`src/rtl/crc5_r.sv`:
```
// Receive-side token/handshake checker: PID complement, packet length and CRC5
// validation, address filtering, and a one-cycle accept/error pulse per packet.
module crc5_r #(
    parameter int unsigned TOKEN_LEN = 3,
    parameter int unsigned ERR_CNT_W = 8
) (
    input  logic                 clk,
    input  logic                 rst_n,
    input  logic                 ms,
    input  logic [6:0]           dev_addr,
    input  logic                 rx_handshake_on,
    input  logic                 rx_sop,
    input  logic                 rx_byte_en,
    input  logic [7:0]           rx_byte,
    input  logic                 rx_eop,
    output logic                 rx_pid_en,
    output logic [3:0]           rx_pid,
    output logic [6:0]           rx_addr,
    output logic [3:0]           rx_endp,
    output logic                 rx_crc5_err,
    output logic                 rx_pkt_err,
    input  logic                 err_clr,
    output logic [ERR_CNT_W-1:0] err_cnt
);

    localparam logic [3:0] PidOut   = 4'b0001;
    localparam logic [3:0] PidIn    = 4'b1001;
    localparam logic [3:0] PidSetup = 4'b1101;
    localparam logic [3:0] PidSof   = 4'b0101;
    localparam logic [3:0] PidAck   = 4'b0010;
    localparam logic [3:0] PidNak   = 4'b1010;
    localparam logic [3:0] PidStall = 4'b1110;
    localparam logic [3:0] PidData0 = 4'b0011;
    localparam logic [3:0] PidData1 = 4'b1011;

    localparam logic [4:0] CrcInit     = 5'b11111;
    localparam logic [4:0] CrcPoly     = 5'b00101;
    localparam logic [4:0] CrcResidual = 5'b01100;

    localparam logic [2:0] CntMax   = 3'd7;
    localparam logic [2:0] CntToken = 3'(TOKEN_LEN);

    // The PID byte is decoded combinationally in its SOP cycle, so PID
    // classification never occupies a state of its own.
    typedef enum logic [1:0] {
        StIdle,
        StToken,
        StHs,
        StDiscard
    } state_e;

    state_e state_q, state_d;

    logic [2:0]           cnt_q, cnt_d;
    logic [4:0]           crc_q, crc_d;
    logic [3:0]           pkt_pid_q, pkt_pid_d;
    logic [7:0]           byte2_q, byte2_d;
    logic [2:0]           endp_hi_q, endp_hi_d;
    logic                 bad_q, bad_d;

    logic                 pid_en_q, pid_en_d;
    logic                 crc5_err_q, crc5_err_d;
    logic                 pkt_err_q, pkt_err_d;
    logic [3:0]           rx_pid_q, rx_pid_d;
    logic [6:0]           rx_addr_q, rx_addr_d;
    logic [3:0]           rx_endp_q, rx_endp_d;
    logic [ERR_CNT_W-1:0] err_cnt_q, err_cnt_d;

    logic [3:0] pid_in;
    logic       pid_ok;
    logic       pid_token;
    logic       pid_hs;
    logic       pid_data;
    logic       start;
    logic       pkt_byte;
    logic       addr_hit;

    // LSB-first serial CRC5 over one byte, unrolled into a single cycle.
    function automatic logic [4:0] crc5_byte(input logic [4:0] crc_in, input logic [7:0] data);
        logic [4:0] c;
        logic       fb;
        c = crc_in;
        for (int i = 0; i < 8; i++) begin
            fb = c[4] ^ data[i];
            c  = {c[3:0], 1'b0} ^ (fb ? CrcPoly : 5'b00000);
        end
        return c;
    endfunction

    assign pid_in   = rx_byte[3:0];
    assign start    = rx_sop & rx_byte_en;
    assign pkt_byte = rx_byte_en & ~rx_sop & (state_q != StIdle);
    assign addr_hit = (byte2_q[6:0] == dev_addr) || (pkt_pid_q == PidSof);

    always_comb begin
        pid_ok    = (rx_byte[7:4] == ~rx_byte[3:0]);
        pid_token = 1'b0;
        pid_hs    = 1'b0;
        pid_data  = 1'b0;
        case (pid_in)
            PidOut, PidIn, PidSetup, PidSof: pid_token = 1'b1;
            PidAck, PidNak, PidStall:        pid_hs    = 1'b1;
            PidData0, PidData1:              pid_data  = 1'b1;
            default: ;
        endcase
    end

    // FSM: state register
    always_ff @(posedge clk or negedge rst_n) begin
        if (!rst_n) begin
            state_q <= StIdle;
        end else begin
            state_q <= state_d;
        end
    end

    // FSM: next state. A fresh SOP always wins, which both abandons a packet
    // in flight and lets an EOP+SOP cycle close the old packet and open a new one.
    always_comb begin
        state_d = state_q;
        if (start) begin
            if (!pid_ok) begin
                state_d = StDiscard;
            end else if (pid_token) begin
                state_d = StToken;
            end else if (pid_hs) begin
                state_d = StHs;
            end else begin
                state_d = StDiscard;
            end
        end else if (rx_eop) begin
            state_d = StIdle;
        end
    end

    // FSM: end-of-packet decision, registered so pulses trail EOP by one cycle.
    always_comb begin
        pid_en_d   = 1'b0;
        crc5_err_d = 1'b0;
        pkt_err_d  = 1'b0;
        if (rx_eop) begin
            case (state_q)
                StToken: begin
                    if (cnt_q != CntToken) begin
                        pkt_err_d = 1'b1;
                    end else if (crc_q != CrcResidual) begin
                        crc5_err_d = 1'b1;
                    end else if (!ms && addr_hit) begin
                        pid_en_d = 1'b1;
                    end
                end
                StHs: begin
                    if (cnt_q != 3'd1) begin
                        pkt_err_d = 1'b1;
                    end else if (rx_handshake_on) begin
                        pid_en_d = 1'b1;
                    end
                end
                StDiscard: pkt_err_d = bad_q;
                default: ;
            endcase
        end
    end

    // Packet datapath: byte counter, CRC and captured token fields.
    always_comb begin
        cnt_d     = cnt_q;
        crc_d     = crc_q;
        pkt_pid_d = pkt_pid_q;
        byte2_d   = byte2_q;
        endp_hi_d = endp_hi_q;
        bad_d     = bad_q;
        if (start) begin
            cnt_d     = 3'd1;
            crc_d     = CrcInit;
            pkt_pid_d = pid_in;
            bad_d     = !pid_ok || !(pid_token || pid_hs || pid_data);
        end else if (rx_eop) begin
            cnt_d = 3'd0;
            crc_d = CrcInit;
            bad_d = 1'b0;
        end else if (pkt_byte) begin
            if (cnt_q != CntMax) begin
                cnt_d = cnt_q + 3'd1;
            end
            if (state_q == StToken) begin
                if (cnt_q == 3'd1) begin
                    crc_d   = crc5_byte(crc_q, rx_byte);
                    byte2_d = rx_byte;
                end else if (cnt_q == 3'd2) begin
                    crc_d     = crc5_byte(crc_q, rx_byte);
                    endp_hi_d = rx_byte[2:0];
                end
            end
        end
    end

    always_ff @(posedge clk or negedge rst_n) begin
        if (!rst_n) begin
            cnt_q     <= 3'd0;
            crc_q     <= CrcInit;
            pkt_pid_q <= 4'd0;
            byte2_q   <= 8'd0;
            endp_hi_q <= 3'd0;
            bad_q     <= 1'b0;
        end else begin
            cnt_q     <= cnt_d;
            crc_q     <= crc_d;
            pkt_pid_q <= pkt_pid_d;
            byte2_q   <= byte2_d;
            endp_hi_q <= endp_hi_d;
            bad_q     <= bad_d;
        end
    end

    // Reported fields load only on accept; handshakes leave address/endpoint alone.
    always_comb begin
        rx_pid_d  = rx_pid_q;
        rx_addr_d = rx_addr_q;
        rx_endp_d = rx_endp_q;
        if (pid_en_d) begin
            rx_pid_d = pkt_pid_q;
            if (state_q == StToken) begin
                rx_addr_d = byte2_q[6:0];
                rx_endp_d = {endp_hi_q, byte2_q[7]};
            end
        end
    end

    always_comb begin
        err_cnt_d = err_cnt_q;
        if (err_clr) begin
            err_cnt_d = '0;
        end else if ((crc5_err_q || pkt_err_q) && (err_cnt_q != '1)) begin
            err_cnt_d = err_cnt_q + ERR_CNT_W'(1);
        end
    end

    always_ff @(posedge clk or negedge rst_n) begin
        if (!rst_n) begin
            pid_en_q   <= 1'b0;
            crc5_err_q <= 1'b0;
            pkt_err_q  <= 1'b0;
            rx_pid_q   <= 4'd0;
            rx_addr_q  <= 7'd0;
            rx_endp_q  <= 4'd0;
            err_cnt_q  <= '0;
        end else begin
            pid_en_q   <= pid_en_d;
            crc5_err_q <= crc5_err_d;
            pkt_err_q  <= pkt_err_d;
            rx_pid_q   <= rx_pid_d;
            rx_addr_q  <= rx_addr_d;
            rx_endp_q  <= rx_endp_d;
            err_cnt_q  <= err_cnt_d;
        end
    end

    assign rx_pid_en   = pid_en_q;
    assign rx_crc5_err = crc5_err_q;
    assign rx_pkt_err  = pkt_err_q;
    assign rx_pid      = rx_pid_q;
    assign rx_addr     = rx_addr_q;
    assign rx_endp     = rx_endp_q;
    assign err_cnt     = err_cnt_q;

endmodule

```
`config.mk`:
```
export PLATFORM = sky130hd
export DESIGN_NAME = crc5_r
export DESIGN_NICKNAME = d
export VERILOG_FILES = /design/src/rtl/crc5_r.sv
export SDC_FILE = /design/constraint.sdc
export NUM_CORES = 1
export LEC_CHECK = 0
export ABC_AREA = 0
export BUFFER_PORTS_ARGS = -buffer_cell sky130_fd_sc_hd__buf_2
export CORE_MARGIN = 2
export CORE_UTILIZATION = 55
export CTS_CLUSTER_DIAMETER = 40
export CTS_CLUSTER_SIZE = 14
export DETAILED_ROUTE_END_ITERATION = 8
export PLACE_DENSITY_LB_ADDON = 0.25
export SYNTH_ARGS = -nofsm -noshare
export SYNTH_HDL_FRONTEND = slang
export SYNTH_SLANG_ARGS = --single-unit
```
`constraint.sdc`:
```
create_clock -name clk -period 2.6 [get_ports clk]
set_input_delay 0.26 -clock clk [delete_from_list [all_inputs] [get_ports clk]]
set_output_delay 0.26 -clock clk [all_outputs]
set_load 0.01 [all_outputs]
```
==> results_dict.tcl <==
set metrics [dict create \
    drcViolationCount 0 \
    reg2reg_to "endp_hi_q[2]" \
    post-route-util_pct 67.91 \
    avgSynthCellArea_um2 12.26 \
    cts-htree-levels 2 \
    r2r_slack_ps 450 \
    via_per_inst 5.658 \
    required_ps 2800 \
    track_usage_pct 21.27 \
    syn_nets 244 \
    dpl.hpwl_um 3935 \
    path_clk_slew_ps 100 \
    via_count 1805 \
    start_kind "register" \
    dr.first_iter.drc_count 76 \
    gp_congestion 0.8688 \
    antenna_found_initial 0 \
    drv_cap 0 \
    fin_nets 299 \
    clock-root-buffer "clkbuf_8" \
    ios 49 \
    synthArstFlopShare_pct 100.0 \
    grt_pass1_vias 1761 \
    cts.sinks 52 \
    rows 24 \
    met1_length_um 2270 \
    yosysSeqAreaShare_pct 50.53 \
    cp_data_arrival_time_ps 2350 \
    dr.max_layer_used "met4" \
    grt_max_degree 21 \
    fin_tns_setup_ps 0 \
    rsz0062_at_grt "false" \
    fp.dieArea_um2 5269 \
    numCtsBuffers 5 \
    synth_top_area_cell "dfrtp_1" \
    hold_path_class "in -> reg" \
    post_cts_resized 0 \
    slew_headroom_pct 58.37 \
    netlist_area_um2 2587 \
    cts_max_path_buffers 2 \
    antenna_left 0 \
    outcome "completed" \
    wl_met3_um 277 \
    final_common_cell "buf_2" \
    wl_per_cell_um 16.14 \
    ir_drop_mv 0.3426 \
    numPortBuffers 48 \
    dieHeight_um 72.59 \
    synth.area.top_cells "dfrtp_1, mux2_2, xnor2_1" \
    path_class "reg -> reg" \
    overflow 0 \
    r2r_cells 6 \
    clk_latency_ps 310 \
    clock_skew_ps 8.147 \
    ys_ff_latch 52 \
    grt_first_pass_wirelength_um 8507 \
    maxSlewViolCount 0 \
    fmax_mhz 465.8 \
    startpoint "state_q[0]" \
    endpoint "endp_hi_q[2]" \
    r2r-start "state_q[0]" \
    core_um2 4444 \
    die_w_um 72.59 \
    synth_cells 211 \
    drt_pass1_iterations 4 \
    drive_above_1_share_pct 35.21 \
    synth_top_area_share_pct 45.45 \
    synthToLayoutAreaGrowth_pct 16.63 \
    diodes 0 \
    ys.flop_type "dfrtp_1" \
    ys_types 45 \
    fin_worst_hold_slack_ps 221.3 \
    p_leak_nw 1.554 \
    layout_common_cells "buf_2, dfrtp_1, mux2_2" \
    path_max_fanout 3 \
    timing.final.hold_violations 0 \
    synth_edf_count 0 \
    min_period_ps 2147 \
    routed_wl_um 5150 \
    fin_crit_sh_pct 82.57 \
    yosysWarnings 0 \
    endpoint_kind "register" \
    wl_met2_um 2548 \
    power_density_nw_per_um2 565.1 \
    worstMarginPinSlew_ps 623.1 \
    cts_tree "built" \
    initial_utilization_pct 58.22 \
    finalSetupViolCount 0 \
]
-- report_power, final --
| part | total [mW] | switching [mW] | internal (mW) |
|---|---|---|---|
| registers | 0.904 | 0.0431 | 0.860 |
| logic | 0.239 | 0.123 | 0.116 |
| clock network | 0.563 | 0.272 | 0.291 |
| total | 1.71 | 0.437 | 1.27 |
-- final cells by class --
class	instances	area (um^2)
multi-input combinational	147	1231
clock buffer	6	72.57
sequential	52	1308
timing repair buffer	52	272.8
tap	52	65.06
clock inverter	2	38.79
inverter	8	30.03
fill	346	1426
-- layer usage --
metal / vias up / track usage (%)
li1: 852 / -
met1: 894 / 27.36
met2: 53 / 36.67
met3: 6 / 4.696
met4: 0 / 5.350
met5: - / 0
-- worst min-delay path by stage --
stage                       start         end  cells after the start
after floorplan             rst_n       bad_q                      0
after global placement      rst_n   rx_pid[3]                      1
after detailed placement    rst_n   rx_pid[3]                      1
after CTS                 err_clr  err_cnt[5]                      2
after global routing      err_clr  err_cnt[6]                      2
final                     err_clr  err_cnt[6]                      2
-- critical path, cell delays in order (launching register included) --
cell and delay, ps:
dfrtp_1 390, inv_1 90, ha_1 210, or3b_1 390, nand3b_4 190, nor4b_4 400
mux2_1 370
-- sequential cells by signal (all words and copies together), names as in the netlist, 3 cells and up --
| register | flops |
|---|---|
| rx_endp | 4 |
| crc_q | 5 |
| pkt_pid_q | 4 |
| cnt_q | 3 |
| endp_hi_q | 3 |
| byte2_q | 8 |
| rx_pid | 4 |
| rx_addr | 7 |
| err_cnt | 8 |
-- synth_stat cells, drive strengths merged, types with 3 or more instances --
cell type,number
a211oi,3
a21oi,6
dfrtp,47
dfstp,5
ha,10
inv,8
mux2,29
nand2,10
nand3,4
nor2,15
nor4b,3
o21ai,7
xnor2,16
xor2,15
-- stage by stage --
stage	worst slack (ps)	cells	total power, mW	instance area [um^2]
2_1_floorplan	680.7	211	1.068	2587
4_1_cts	440.9	319	1.720	3018
5_1_grt	344.6	319	1.782	3018
3_5_place_dp	468.9	310	1.159	2897
3_3_place_gp	513.8	310	1.152	2897
6_report	453.3	319	1.705	3018
-- kinds of logic (layout without fill, tap and decap cells) --
| group | after synthesis | after routing | share of synthesized area (%) |
|---|---|---|---|
| AOI/OAI and AO/OA | 26 | 26 | 6.480 |
| xor gates and xnor gates | 32 | 32 | 11.41 |
| adders and majority gates | 10 | 10 | 4.836 |
| buffers and inverters | 12 | 68 | 1.886 |
| DFF | 52 | 52 | 50.53 |
| muxes | 31 | 31 | 13.39 |
| and+or+nand+nor | 48 | 48 | 11.46 |
-- what timing repair did --
item,CTS,global route
setup buffers,0,0
hold buffers,1,0
hold endpoints to repair,13,0
(Power assumes the default switching activity.)
